--- src/rtl/serial_subtractor_32_pkg.sv ---
// Shared definitions for the digit-serial subtractor: FSM state encoding
// and the WIDTH/DIGIT legality rule.
package serial_subtractor_32_pkg;

    typedef enum logic {
        ST_IDLE = 1'b0,
        ST_RUN  = 1'b1
    } state_t;

    function automatic bit params_legal(input int unsigned width, input int unsigned digit);
        bit digit_ok;
        digit_ok = (digit == 1) || (digit == 2) || (digit == 4) ||
                   (digit == 8) || (digit == 16) || (digit == 32);
        return digit_ok && (digit <= width) && ((width % digit) == 0);
    endfunction

endpackage

--- src/rtl/serial_subtractor_32_fs.sv ---
// Single-bit full subtractor: d = a - b - bin, bout set when the bit underflows.
module one_bit_full_subtractor (
    input  logic a,
    input  logic b,
    input  logic bin,
    output logic d,
    output logic bout
);

    assign d    = a ^ b ^ bin;
    assign bout = (~a & b) | (~a & bin) | (b & bin);

endmodule

--- src/rtl/serial_subtractor_32.sv ---
// Digit-serial subtractor d = x - y, DIGIT bits per clock LSB first,
// behind a start/done handshake with one operation in flight.
module serial_subtractor_32
    import serial_subtractor_32_pkg::*;
#(
    parameter int unsigned WIDTH = 32,
    parameter int unsigned DIGIT = 1
) (
    input  logic             clk,
    input  logic             rst,
    input  logic             start,
    input  logic [WIDTH-1:0] x,
    input  logic [WIDTH-1:0] y,
    output logic             ready,
    output logic             busy,
    output logic             done,
    output logic [WIDTH-1:0] d,
    output logic             b31,
    output logic             ovf
);

    localparam int unsigned NSTEP = WIDTH / DIGIT;
    localparam int unsigned CW    = $clog2(NSTEP + 1);

    if (!params_legal(WIDTH, DIGIT)) begin : g_bad_params
        $error("serial_subtractor_32: illegal WIDTH/DIGIT combination");
    end

    state_t           state_q;
    logic [WIDTH-1:0] a_q;
    logic [WIDTH-1:0] b_q;
    logic [WIDTH-1:0] res_q;
    logic             borrow_q;
    logic [CW-1:0]    cnt_q;
    logic             xs_q;
    logic             ys_q;
    logic             ready_q;
    logic             busy_q;
    logic             done_q;
    logic [WIDTH-1:0] d_q;
    logic             b31_q;
    logic             ovf_q;

    logic [DIGIT:0]         bchain;
    logic [DIGIT-1:0]       dig;
    logic [WIDTH+DIGIT-1:0] res_cat;
    logic [WIDTH-1:0]       res_d;
    logic                   last_d;
    logic                   ovf_d;

    assign bchain[0] = borrow_q;

    for (genvar i = 0; i < DIGIT; i++) begin : g_fs
        one_bit_full_subtractor u_fs (
            .a    (a_q[i]),
            .b    (b_q[i]),
            .bin  (bchain[i]),
            .d    (dig[i]),
            .bout (bchain[i+1])
        );
    end

    // New digit enters at the MSB side; after NSTEP steps the LSB digit has reached bit 0.
    always_comb begin
        res_cat = {dig, res_q};
        res_d   = res_cat[WIDTH+DIGIT-1:DIGIT];
        last_d  = (cnt_q == CW'(NSTEP - 1));
        ovf_d   = (xs_q != ys_q) && (res_d[WIDTH-1] != xs_q);
    end

    always_ff @(posedge clk) begin
        if (rst) begin
            state_q  <= ST_IDLE;
            a_q      <= '0;
            b_q      <= '0;
            res_q    <= '0;
            borrow_q <= 1'b0;
            cnt_q    <= '0;
            xs_q     <= 1'b0;
            ys_q     <= 1'b0;
            ready_q  <= 1'b1;
            busy_q   <= 1'b0;
            done_q   <= 1'b0;
            d_q      <= '0;
            b31_q    <= 1'b0;
            ovf_q    <= 1'b0;
        end else begin
            done_q <= 1'b0;
            case (state_q)
                ST_IDLE: begin
                    if (start) begin
                        a_q      <= x;
                        b_q      <= y;
                        xs_q     <= x[WIDTH-1];
                        ys_q     <= y[WIDTH-1];
                        res_q    <= '0;
                        borrow_q <= 1'b0;
                        cnt_q    <= '0;
                        ready_q  <= 1'b0;
                        busy_q   <= 1'b1;
                        state_q  <= ST_RUN;
                    end
                end
                ST_RUN: begin
                    a_q      <= a_q >> DIGIT;
                    b_q      <= b_q >> DIGIT;
                    res_q    <= res_d;
                    borrow_q <= bchain[DIGIT];
                    cnt_q    <= cnt_q + CW'(1);
                    if (last_d) begin
                        d_q     <= res_d;
                        b31_q   <= bchain[DIGIT];
                        ovf_q   <= ovf_d;
                        done_q  <= 1'b1;
                        busy_q  <= 1'b0;
                        ready_q <= 1'b1;
                        cnt_q   <= '0;
                        state_q <= ST_IDLE;
                    end
                end
                default: state_q <= ST_IDLE;
            endcase
        end
    end

    assign ready = ready_q;
    assign busy  = busy_q;
    assign done  = done_q;
    assign d     = d_q;
    assign b31   = b31_q;
    assign ovf   = ovf_q;

endmodule

--- config.mk ---
export PLATFORM = sky130hd
export DESIGN_NAME = serial_subtractor_32
export DESIGN_NICKNAME = d
export VERILOG_FILES = /design/src/rtl/serial_subtractor_32_pkg.sv /design/src/rtl/serial_subtractor_32_fs.sv /design/src/rtl/serial_subtractor_32.sv
export SDC_FILE = /design/constraint.sdc
export NUM_CORES = 1
export LEC_CHECK = 0
export BUFFER_PORTS_ARGS = -buffer_cell sky130_fd_sc_hd__buf_2
export CORE_ASPECT_RATIO = 1.75
export CORE_MARGIN = 2
export CORE_UTILIZATION = 25
export DETAILED_ROUTE_END_ITERATION = 8
export PLACE_DENSITY = 0.51
export SYNTH_ARGS = -nofsm -noshare
export SYNTH_HDL_FRONTEND = slang
export SYNTH_HIERARCHICAL = 1
export SYNTH_SLANG_ARGS = --single-unit
--- constraint.sdc ---
create_clock -name clk -period 2.3 [get_ports clk]
set_clock_uncertainty 0.05 [all_clocks]
set_input_delay 0.345 -clock clk [delete_from_list [all_inputs] [get_ports clk]]
set_output_delay 0.345 -clock clk [all_outputs]
set_load 0.05 [all_outputs]
# Word level (Yosys, flattened, before mapping)
# Index checks and enable logic that the tools add are counted.
[totals] regBits=143 inputBits=67
[classes] add_sub_neg=1 n_eq_ne=5 muxes=20 n_bitwise=9 n_reduce_logical=5
[ops] op="$pmux W32 S2" count=3
[ops] op="$mux W32" count=3
[ops] op="$mux W6" count=2
[ops] op="$pmux W6 S2" count=1
[ops] op="$pmux W1 S2" count=4
[ops] op="$mux W1" count=7
[ops] op="$add A6 B1 Y6 const B" count=1
[ops] op="$eq A6 B5 Y1 const B" count=1
[ops] op="$reduce_and A2 Y1" count=3
[ops] op="$and A1 B1 Y1" count=3
[ops] op="$ne A1 B1 Y1" count=2
[ops] op="$ne A2 B1 Y1 const B" count=1
[ops] op="$ne A2 B2 Y1 const B" count=1
[ops] op="$not A1 Y1" count=2
[ops] op="$or A1 B1 Y1" count=2
[ops] op="$reduce_or A2 Y1" count=1
[ops] op="$xor A1 B1 Y1" count=2
[ops] op="$logic_and A1 B1 Y1" count=1

# Longest topological paths before layout
# Gate-level depths: netlist of run 1.
[logic_depth] depth_word=5 mapped_depth=6

# Modules after synthesis
# The synthesis of run 1 kept the hierarchy.
[modules_own_cells] module="serial_subtractor_32" n_inst=1 cells_each=692 area_each_um2=6128.4
[modules_own_cells] module="one_bit_full_subtractor" n_inst=1 cells_each=3 area_each_um2=27.5

# Worst setup path before layout of run 1
# OpenSTA, ideal clock, no wires.
[synth_timing] path_kind="flip-flop to flip-flop" startpoint="register cnt_q[0]" endpoint="register d_q[10], in the netlist d[10]" setup_time_ns=0.072 arrival_ns=1.343 required_time_ns=2.178 path_slack_ns=0.835 stages_incl_launch_ff=7 n_path_buf=2 synth_period_minus_slack_ns=1.465 path_cell_list="dfxtp_1 ha_1 nand3_2 nor3_2 buf_6 buf_12 mux2i_1"
[synth_between] elab_chain_len=2
[synth_rtl] item="start: declaration" line_no="serial_subtractor_32.sv:34" source="logic [CW-1:0] cnt_q;"
[synth_rtl] item="start signal: assignment" line_no="serial_subtractor_32.sv:109" source="cnt_q <= cnt_q + CW'(1);"
[synth_rtl] item="$eq A6 B5 Y1" line_no="serial_subtractor_32.sv:67" source="last_d = (cnt_q == CW'(NSTEP - 1));"
[synth_rtl] item="$reduce_and A2 Y1 (no line)"
[synth_rtl] item="end signal: assignment" line_no="serial_subtractor_32.sv:111" source="d_q <= res_d;"
[synth_rtl] item="end: declaration" line_no="serial_subtractor_32.sv:40" source="logic [WIDTH-1:0] d_q;"
# No other way between the ends.
# A chain may end at the register's enable or synchronous reset.

# Worst setup path in the final report of run 1
[layout_timing] startpoint="register cnt_q[0]" endpoint="register d_q[24], in the netlist d[24]"
# Same word-level chain as after synthesis.

==> results of run 1 <==
-- flip-flops by register name, summed over array words and instances (netlist names), 6 cells and up --
signal	cells
a_q	32
b_q	32
d	32
res_q	31
cnt_q	6
-- cell usage in the layout, fill, tap and decap left out, types with 2 or more instances in the layout --
cell type / synthesis / final
a21oi_1: 96 / 96
nor2_1: 37 / 37
inv_6: 0 / 2
clkinv_4: 0 / 3
dfxtp_1: 142 / 141
nand2_1: 195 / 195
mux2_1: 62 / 62
nand3_1: 3 / 3
nor3b_1: 34 / 34
nand2b_1: 2 / 2
inv_1: 2 / 2
clkbuf_16: 0 / 18
buf_4: 7 / 6
buf_2: 13 / 101
bufinv_16: 0 / 3
buf_12: 3 / 4
inv_2: 2 / 2
clkinv_2: 0 / 3
mux2i_1: 38 / 38
nor3_1: 3 / 3
-- stage by stage --
stage,std cells,utilization,instance area (um2)
after global routing,1094,0.3047,7446
after floorplan,695,-,6156
after global placement,1062,0.2791,6822
after CTS,1094,0.3047,7446
final,1094,0.3047,7446
after detailed placement,1062,0.2791,6822
-- path summary, 6_finish.rpt --
check / cells after the start / start / endpoint / slack (ns)
hold reg to reg: 2 / a_q[15] / a_q[14] / 0.40
setup / recovery: 5 / cnt_q[0] / d[24] / 0.62
setup reg to reg: 5 / cnt_q[0] / d[24] / 0.62
hold / removal: 3 / y[31] / ys_q / 0.15
-- cells in the mapped netlist, drive strengths merged (2+ instances only) --
cell / count / area (um2)
nand2: 195 / 732.0
dfxtp: 142 / 2843
a21oi: 96 / 480.5
mux2: 62 / 698.2
mux2i: 38 / 380.4
nor2: 37 / 138.9
nor3b: 34 / 255.2
buf: 30 / 219.0
clkbuf: 25 / 133.9
inv: 4 / 15.02
nand3: 4 / 25.02
nor3: 4 / 25.02
nand2b: 2 / 12.51
o41ai: 2 / 25.03
-- logic make-up (layout without fill, tap and decap cells) --
| kind of cell | count (synthesis) | count (layout) | synth area share |
|---|---|---|---|
| AOI/OAI and AO/OA | 106 | 106 | 0.09228 |
| xor gates and xnor gates | 1 | 1 | 0.001423 |
| adders and majority gates | 2 | 2 | 0.005284 |
| buffers and inverters | 60 | 147 | 0.06179 |
| DFF | 142 | 142 | 0.4618 |
| muxes | 100 | 100 | 0.1752 |
| and+or+nand+nor | 284 | 284 | 0.2022 |
-- area by class of cell --
| class | count | share of cell area |
|---|---|---|
| timing repair buffer | 111 | 0.08469 |
| sequential | 142 | 0.3823 |
| clock buffer | 20 | 0.06285 |
| multi-input combinational | 493 | 0.3947 |
| inverter | 4 | 0.002016 |
| tap | 312 | 0.05243 |
| clock inverter | 12 | 0.02100 |
-- routing by layer --
metal	track usage	vias to the layer above	wire length [um]
li1	-	2476	-
met1	0.1389	2252	6276
met2	0.2010	81	7577
met3	0.02263	15	437
met4	0.05113	0	267
met5	0	-	0
-- worst max-delay path, delay by kind of cell (launching register included) --
| family | cells | cell delay, ns |
|---|---|---|
| adders and majority gates | 1 | 0.25 |
| muxes | 1 | 0.22 |
| and+or+nand+nor | 2 | 0.40 |
| buffers and inverters | 1 | 0.29 |
| DFF | 1 | 0.37 |
-- power groups by stage --
stage	sequential [mW]	combinational (mW)	clock, mW
2_1_floorplan	2.64	0.331	0
3_3_place_gp	2.64	0.456	0
3_5_place_dp	2.65	0.462	0
4_1_cts	2.59	0.466	3.01
5_1_grt	2.60	0.514	3.10
6_report	2.59	0.455	2.90
==> metrics.yaml, run 1 <==
die:
  row_count: 76
  die_area_um2: 25940
  initial_core_util: 0.2519
  ios: 104
  die_h_um: 211.6
  core_area_um2: 24440
  fp.dieW_um: 122.6
pwr:
  p_clk_frac: 0.488
  switching_share: 0.2383
  power.leakage_nw: 2.903
  p_sw_mw: 1.418
  power_mw: 5.949
  pwr-share-seq: 0.435
  p_comb_frac: 0.076
  p_int_mw: 4.531
  vdd_drop_max_mv: 0.4106
  power_density_nw_per_um2: 799.0
finish:
  final-seq-area_um2: 2846
  diodes: 0
  nets: 838
  multi_input_comb_area_um2: 2939
  final_layout_size_suffix_gt1_frac: 0.1918
  n_fill_cell: 2572
  syn2layout_area_growth_pct: 20.96
synthesis:
  synth.distinct_cells: 43
  ys_seq_area_frac: 0.4618
  synth_area_per_cell_um2: 8.857
  synthArstFlopShare: 0
  synthFlopType: "dfxtp_1"
  syn-num-nets: 764
  netlist_area_um2: 6156
  ys_warn_count: 6
  ys_seq_elements: 142
  synth_edf_count: 0
  syn_inst: 695
global_routing:
  grt_pass1_vias: 4623
  grt_use_total: 0.1167
  grt_pass1_wl_um: 23600
  grt_remaining_overflow: 0
  grt_start_max_net_pins: 101
  antenna_found_initial: 0
placed_design:
  routabilityCongestion: 0.6958
  place_ws_ns: 0.5700
  dp.final_hpwl_um: 9099
  portBuffers: 103
clocking:
  cts_buffers: 17
  clk_latency_ns: 0.42
  cts_max_path_buffers: 2
  hold_buffers: 0
  cts-root-buf: "clkbuf_16"
  htreeDepth: 4
  tritoncts: "done"
  cts.sinks: 142
  cts.clk_slew.worst_paths_ns: 0.06
  post_cts_resized: 0
  cts_setup_buffers: 0
timing:
  hold_violations: 0
  fmax_mhz: 594.4
  min_period_over_period: 0.7315
  tightest_slew_ns: 0.6816
  relSlewSlack: 0.5456
  slew_violations: 0
  setup_viol: 0
  setup_tns_ns: 0
  finalCriticalPeriod_ns: 1.682
  rsz0062_at_grt: "false"
  setup_slack_ns: 0.6176
  finalHoldWorstSlack_ns: 0.1548
critical_path:
  criticalPathCategory: "reg2reg"
  cp.required_ns: 2.59
  path_cells: "ha_1 > nand3_2 > nor3_4 > buf_12 > mux2i_1"
  critPathCaptureType: "flip-flop"
  cpPeakStageDelay_ns: 0.37
  slowest_stage: "dfxtp_1"
  worstPathMaxFanout: 36
  cp-start-kind: "flip-flop"
  crit_arrival_ns: 1.97
drt:
  routedWlPerCell_um: 13.31
  vias_per_cell: 4.410
  ant_nets: 0
  via_count: 4824
  drc_errors: 0
  firstDrtPassIters: 4
  routed_wirelength_um: 14560
  drt_iter0_markers: 242
flow_run:
  drv_cap: 0
hold_path:
  hold_class: "in2reg"
status:
  status: "finished, final reports clean"
No activity file was read; power rests on OpenSTA's default activity.
==> run 2, diff against run 1 <==
PLACE_DENSITY = 0.52   (was 0.51)
clock period = 1.4 ns   (was 2.3 ns; I/O delays follow)
==> run 2 against run 1 <==
Against the previous run: largest cell class unchanged; critical path depth unchanged; fmax increased by 19%; the run now ends with negative setup slack left; non-clock buffer count increased by 25; cell count increased by 2.2%; power increased by 65%; via count increased by 2.4%; count of clock-buffer cells in the layout increased by 5; cell area increased by 5.2%; sequential share of layout area decreased by 1.8 points; wire length increased by 6.2%; critical endpoint is now ovf; sequential power increased by 64%; largest power group unchanged.
==> metrics.yaml, run 2 (synthesis gave the netlist of run 1 again) <==
status:
  status: "finished, violations left"  # was finished, final reports clean
  violations: "negative setup slack"
drt:
  vias_per_cell: 4.419  # was 4.410
  ant_nets: 0  # unchanged
  routed_wirelength_um: 15470  # was 14560 um
  firstDrtPassIters: 4  # unchanged
  via_count: 4941  # was 4824
  drt_iter0_markers: 243  # was 242
  drc_errors: 0  # unchanged
  routedWlPerCell_um: 13.83  # was 13.31 um
timing:
  fmax_mhz: 710.3  # was 594.4 MHz
  rsz0062_at_grt: "true"  # was false
  setup_slack_ns: -0.007935  # was 0.6176 ns
  setup_tns_ns: -0.01230  # was 0 ns
  hold_violations: 0  # unchanged
  slew_violations: 0  # unchanged
  relSlewSlack: 0.7019  # was 0.5456
  min_period_over_period: 1.006  # was 0.7315
  setup_viol: 3  # was 0
  tightest_slew_ns: 0.4472  # was 0.6816 ns
  finalCriticalPeriod_ns: 1.408  # was 1.682 ns
  finalHoldWorstSlack_ns: 0.05373  # was 0.1548 ns
die:
  die_h_um: 211.6  # unchanged
  initial_core_util: 0.2519  # unchanged
  row_count: 76  # unchanged
  die_area_um2: 25940  # unchanged
  fp.dieW_um: 122.6  # unchanged
  ios: 104  # unchanged
  core_area_um2: 24440  # unchanged
placed_design:
  routabilityCongestion: 0.6813  # was 0.6958
  dp.final_hpwl_um: 9725  # was 9099 um
  portBuffers: 103  # unchanged
  place_area_um2: 7020  # was 6822 um2
  dp.cells: 1078  # was 1062
critical_path:
  cpPeakStageDelay_ns: 0.54  # was 0.37 ns
  criticalPathCategory: "reg2reg"  # unchanged
  cp_num_buf_inv: 1  # unchanged
  path_cells: "fa_1 > inv_2 > and3b_1 > a21oi_1 > a211oi_1"  # was ha_1 > nand3_2 > nor3_4 > buf_12 > mux2i_1
  worstPathMaxFanout: 3  # was 36
  slowest_stage: "fa_1"  # was dfxtp_1
  crit_arrival_ns: 1.67  # was 1.97 ns
  critPathCaptureType: "flip-flop"  # unchanged
  cp.required_ns: 1.67  # was 2.59 ns
  cp-start-kind: "flip-flop"  # unchanged
  crit_family: "adder cells"  # was simple AND/OR/NAND/NOR gates
finish:
  final_layout_size_suffix_gt1_frac: 0.2199  # was 0.1918
  n_fill_cell: 2576  # was 2572
  final_cell_mix: "nand2_1, dfxtp_1, buf_2"  # unchanged
  fin_cells: 1118  # was 1094
  post-route-cell-area_um2: 7830  # was 7446 um2
  final_common_cell: "nand2_1"  # unchanged
  final_util: 0.3204  # was 0.3047
  nets: 863  # was 838
  syn2layout_area_growth_pct: 27.20  # was 20.96%
flow_run:
  drv_cap: 0  # unchanged
global_routing:
  grt_pass1_vias: 4758  # was 4623
  grt_use_total: 0.1239  # was 0.1167
  grt_start_max_net_pins: 49  # was 101
  grt_pass1_wl_um: 24630  # was 23600 um
  grt_remaining_overflow: 0  # unchanged
  antenna_found_initial: 2  # was 0
clocking:
  cts.sinks: 142  # unchanged
  htreeDepth: 4  # unchanged
  cts_buffers: 17  # unchanged
  tritoncts: "done"  # unchanged
  clk_latency_ns: 0.43  # was 0.42 ns
  cts-root-buf: "clkbuf_16"  # unchanged
  cts_max_path_buffers: 2  # unchanged
  cts.clk_slew.worst_paths_ns: 0.06  # about the same
pwr:
  vdd_drop_max_mv: 0.7730  # was 0.4106 mV
  power.leakage_nw: 3.070  # was 2.903 nW
  power_density_nw_per_um2: 1253  # was 799.0 nW/um2
hold_path:
  hold_class: "in2reg"  # unchanged
## run 2: worst paths after layout
check | slack [ns] | cells after the start | startpoint | to
setup reg to reg | -0.008 | 5 | borrow_q | ovf
setup / recovery | -0.008 | 5 | borrow_q | ovf
hold / removal | 0.05 | 2 | rst | ys_q
hold reg to reg | 0.40 | 2 | a_q[17] | a_q[16]
## run 2: what timing repair did
action	in CTS	in global routing
pin swaps	3	3
endpoints found under the hold margin	2	0
resized for setup	9	6
hold buffers	2	0
endpoints found under the setup margin	35	40
buffers inserted	4	0
cloned	2	2
## run 2: per-layer routing
layer | global-route usage | share of wire
met5 | 0 | 0.00071
met3 | 0.03583 | 0.038
met4 | 0.05589 | 0.023
met2 | 0.2121 | 0.52
met1 | 0.1405 | 0.41
## run 2: stage by stage
stage                     power [mW]  worst slack, ns
final                          9.812        -0.007935
after global placement         5.156         -0.03511
after floorplan                4.875          0.01335
after CTS                      10.01         -0.05256
after global routing           10.27         -0.07257
after detailed placement       5.165          -0.1180
## run 2: cell type report
type / instances / area, um2 / area share
diodes: 1 / 2.502 / 0.0003196
clock buffers: 25 / 506.7 / 0.06472
clock inverters: 5 / 102.6 / 0.01310
inverters: 4 / 17.52 / 0.002237
multi-input cells: 493 / 2972 / 0.3795
flip-flops and latches: 142 / 2851 / 0.3642
well taps: 312 / 390.4 / 0.04986
repair buffers: 136 / 987.2 / 0.1261
## run 2: report_power, final
part	leakage [nW]	total (mW)	internal, mW	switching, mW
Sequential	1.16	4.24	4.18	0.0668
Combinational	1.62	0.825	0.363	0.461
Clock	0.295	4.74	3.03	1.71
Total	3.07	9.81	7.57	2.24
==> run 3, diff against run 2 <==
CTS_BUF_LIST = sky130_fd_sc_hd__clkbuf_4 sky130_fd_sc_hd__clkbuf_8   (was not set)
PLACE_DENSITY = 0.49   (was 0.52)
clock period = 1.5 ns   (was 1.4 ns; I/O delays follow)
==> run 3 against run 2 <==
Against the previous run: sequential power down 6.6%; first-iteration DRC count down 4.5%; the flow now finishes without violations; cell area down 2.0%; combinational power down 7.8%; via count down 0.10%; global-route usage down 0.50 points; count of clock-buffer cells in the layout down 6; critical path depth up 1; highest routed layer unchanged; critical endpoint is now d[27].
==> metrics.yaml, run 3 (synthesis gave the netlist of run 1 again) <==
critical_path:
  worstPathMaxFanout: 7  # was 3
  criticalPathCategory: "reg2reg"  # unchanged
  crit_arrival_ns: 1.81  # was 1.67 ns
  cp-start-kind: "flip-flop"  # unchanged
  critPathCaptureType: "flip-flop"  # unchanged
  ff2ff_path_depth: 6  # was 5
  cp.required_ns: 1.85  # was 1.67 ns
die:
  die_h_um: 211.6  # unchanged
  core_area_um2: 24440  # unchanged
  initial_core_util: 0.2519  # unchanged
  row_count: 76  # unchanged
  die_area_um2: 25940  # unchanged
  ios: 104  # unchanged
  fp.dieW_um: 122.6  # unchanged
clocking:
  clk_latency_ns: 0.47  # was 0.43 ns
  cts.clk_slew.worst_paths_ns: 0.09  # was 0.06 ns
  cts_max_path_buffers: 2  # unchanged
  cts.sinks: 142  # unchanged
  cts_buffers: 17  # unchanged
  cts-root-buf: "clkbuf_8"  # was clkbuf_16
  tritoncts: "done"  # unchanged
  htreeDepth: 4  # unchanged
global_routing:
  grt_pass1_vias: 4780  # was 4758
  grt_pass1_wl_um: 23810  # was 24630 um
  antenna_found_initial: 1  # was 2
  grt_use_total: 0.1189  # was 0.1239
  grt_remaining_overflow: 0  # unchanged
  grt_start_max_net_pins: 74  # was 49
status:
  status: "finished, final reports clean"  # was finished, violations left
drt:
  via_count: 4936  # was 4941
  routed_wirelength_um: 15260  # was 15470 um
  drc_errors: 0  # unchanged
  routedWlPerCell_um: 13.62  # was 13.83 um
  firstDrtPassIters: 4  # unchanged
  ant_nets: 0  # unchanged
  drt_iter0_markers: 232  # was 243
  vias_per_cell: 4.407  # was 4.419
finish:
  nets: 864  # was 863
  final_cell_mix: "nand2_1, dfxtp_1, buf_2"  # unchanged
  final_common_cell: "nand2_1"  # unchanged
  diodes: 0  # was 1
  final-seq-area_um2: 2851  # unchanged
  syn2layout_area_growth_pct: 24.61  # was 27.20%
  final_layout_size_suffix_gt1_frac: 0.2252  # was 0.2199
  multi_input_comb_area_um2: 2968  # was 2972 um2
  fin_cells: 1120  # was 1118
  n_fill_cell: 2565  # was 2576
pwr:
  power.leakage_nw: 3.005  # was 3.070 nW
  power_density_nw_per_um2: 1115  # was 1253 nW/um2
  pwr-share-seq: 0.463  # was 0.433
  switching_share: 0.2461  # was 0.2286
  p_clk_frac: 0.448  # was 0.483
  p_sw_mw: 2.105  # was 2.243 mW
  vdd_drop_max_mv: 0.5997  # was 0.7730 mV
  p_comb_frac: 0.089  # was 0.084
  p_int_mw: 6.447  # was 7.569 mW
hold_path:
  hold_class: "in2reg"  # unchanged
  holdPathStages: 4  # was 2
timing:
  fmax_mhz: 688.2  # was 710.3 MHz
  relSlewSlack: 0.7078  # was 0.7019
  finalCriticalPeriod_ns: 1.453  # was 1.408 ns
  rsz0062_at_grt: "true"  # unchanged
  setup_viol: 0  # was 3
  finalHoldWorstSlack_ns: 0.08546  # was 0.05373 ns
  min_period_over_period: 0.9688  # was 1.006
  tightest_slew_ns: 0.4383  # was 0.4472 ns
  hold_violations: 0  # unchanged
  slew_violations: 0  # unchanged
placed_design:
  dp.final_hpwl_um: 9849  # was 9725 um
  portBuffers: 103  # unchanged
  dp.cells: 1079  # was 1078
  routabilityCongestion: 0.7377  # was 0.6813
flow_run:
  drv_cap: 0  # unchanged
-- run 3: changes by cell type in the layout (fill, tap and decap cells not counted), moves of 2 or more --
cell       change
clkbuf_8      +15
clkbuf_16     -17
inv_6          +2
bufinv_16      +3
clkbuf_1       -4
buf_16         -2
clkinv_4       +2
buf_4          +2
-- run 3: path summary, 6_finish.rpt --
| path | start | to | slack [ns] |
|---|---|---|---|
| worst max-delay path | cnt_q[1] | d[27] | 0.05 |
| worst min-delay path | y[12] | b_q[12] | 0.09 |
| worst max register to register | cnt_q[1] | d[27] | 0.05 |
| worst min register to register | a_q[10] | a_q[9] | 0.40 |
-- run 3: power groups by stage --
stage / Clock (mW) / Sequential, mW / Combinational [mW]
after detailed placement: 0 / 4.05 / 0.757
after floorplan: 0 / 4.04 / 0.507
after CTS: 3.98 / 3.96 / 0.767
after global placement: 0 / 4.04 / 0.753
final: 3.83 / 3.96 / 0.761
after global routing: 4.11 / 3.97 / 0.856
-- run 3: worst max-delay path, cell delays in order, from the launching register on --
cell and delay (ns):
dfxtp_2 0.37, ha_4 0.15, nand3_4 0.08, nor3_4 0.20, buf_6 0.19, clkbuf_16 0.17
mux2i_1 0.16
-- run 3: repair_timing --
action | 4_1_cts | 5_1_grt
gates cloned | 0 | 3
endpoints found under the setup margin | 20 | 35
endpoints found under the hold margin | 8 | 0
pin swaps | 2 | 2
resized for setup | 2 | 10
buffers inserted | 0 | 3
hold buffers | 3 | 0
-- run 3: cell type report --
type                            count  area share
Sequential cell                   142      0.3717
Timing Repair Buffer              137      0.1246
Inverter                            4    0.001957
Clock inverter                     13     0.03066
Tap cell                          312     0.05089
Clock buffer                       19     0.03327
Multi-Input combinational cell    493      0.3869
-- run 3: metal layers --
metal | vias to the layer above | share of wire | track usage
met4 | 2 | 0.019 | 0.05192
met1 | 2311 | 0.42 | 0.1326
li1 | 2528 | - | -
met3 | 18 | 0.038 | 0.03610
met5 | - | 0.00046 | 0
met2 | 77 | 0.52 | 0.2056
-- run 3: through the flow --
step / power (mW) / utilization / TNS [ns] / area (um2) / setup WS, ns
3_5_place_dp: 4.802 / 0.2869 / -0.01385 / 7012 / -0.01385
5_1_grt: 8.941 / 0.3139 / -0.3702 / 7671 / -0.02848
4_1_cts: 8.701 / 0.3083 / 0 / 7533 / 0.001506
6_report: 8.552 / 0.3139 / 0 / 7671 / 0.04686
2_1_floorplan: 4.548 / - / 0 / 6156 / 0.03524
3_3_place_gp: 4.796 / 0.2869 / 0 / 7012 / 0.01003
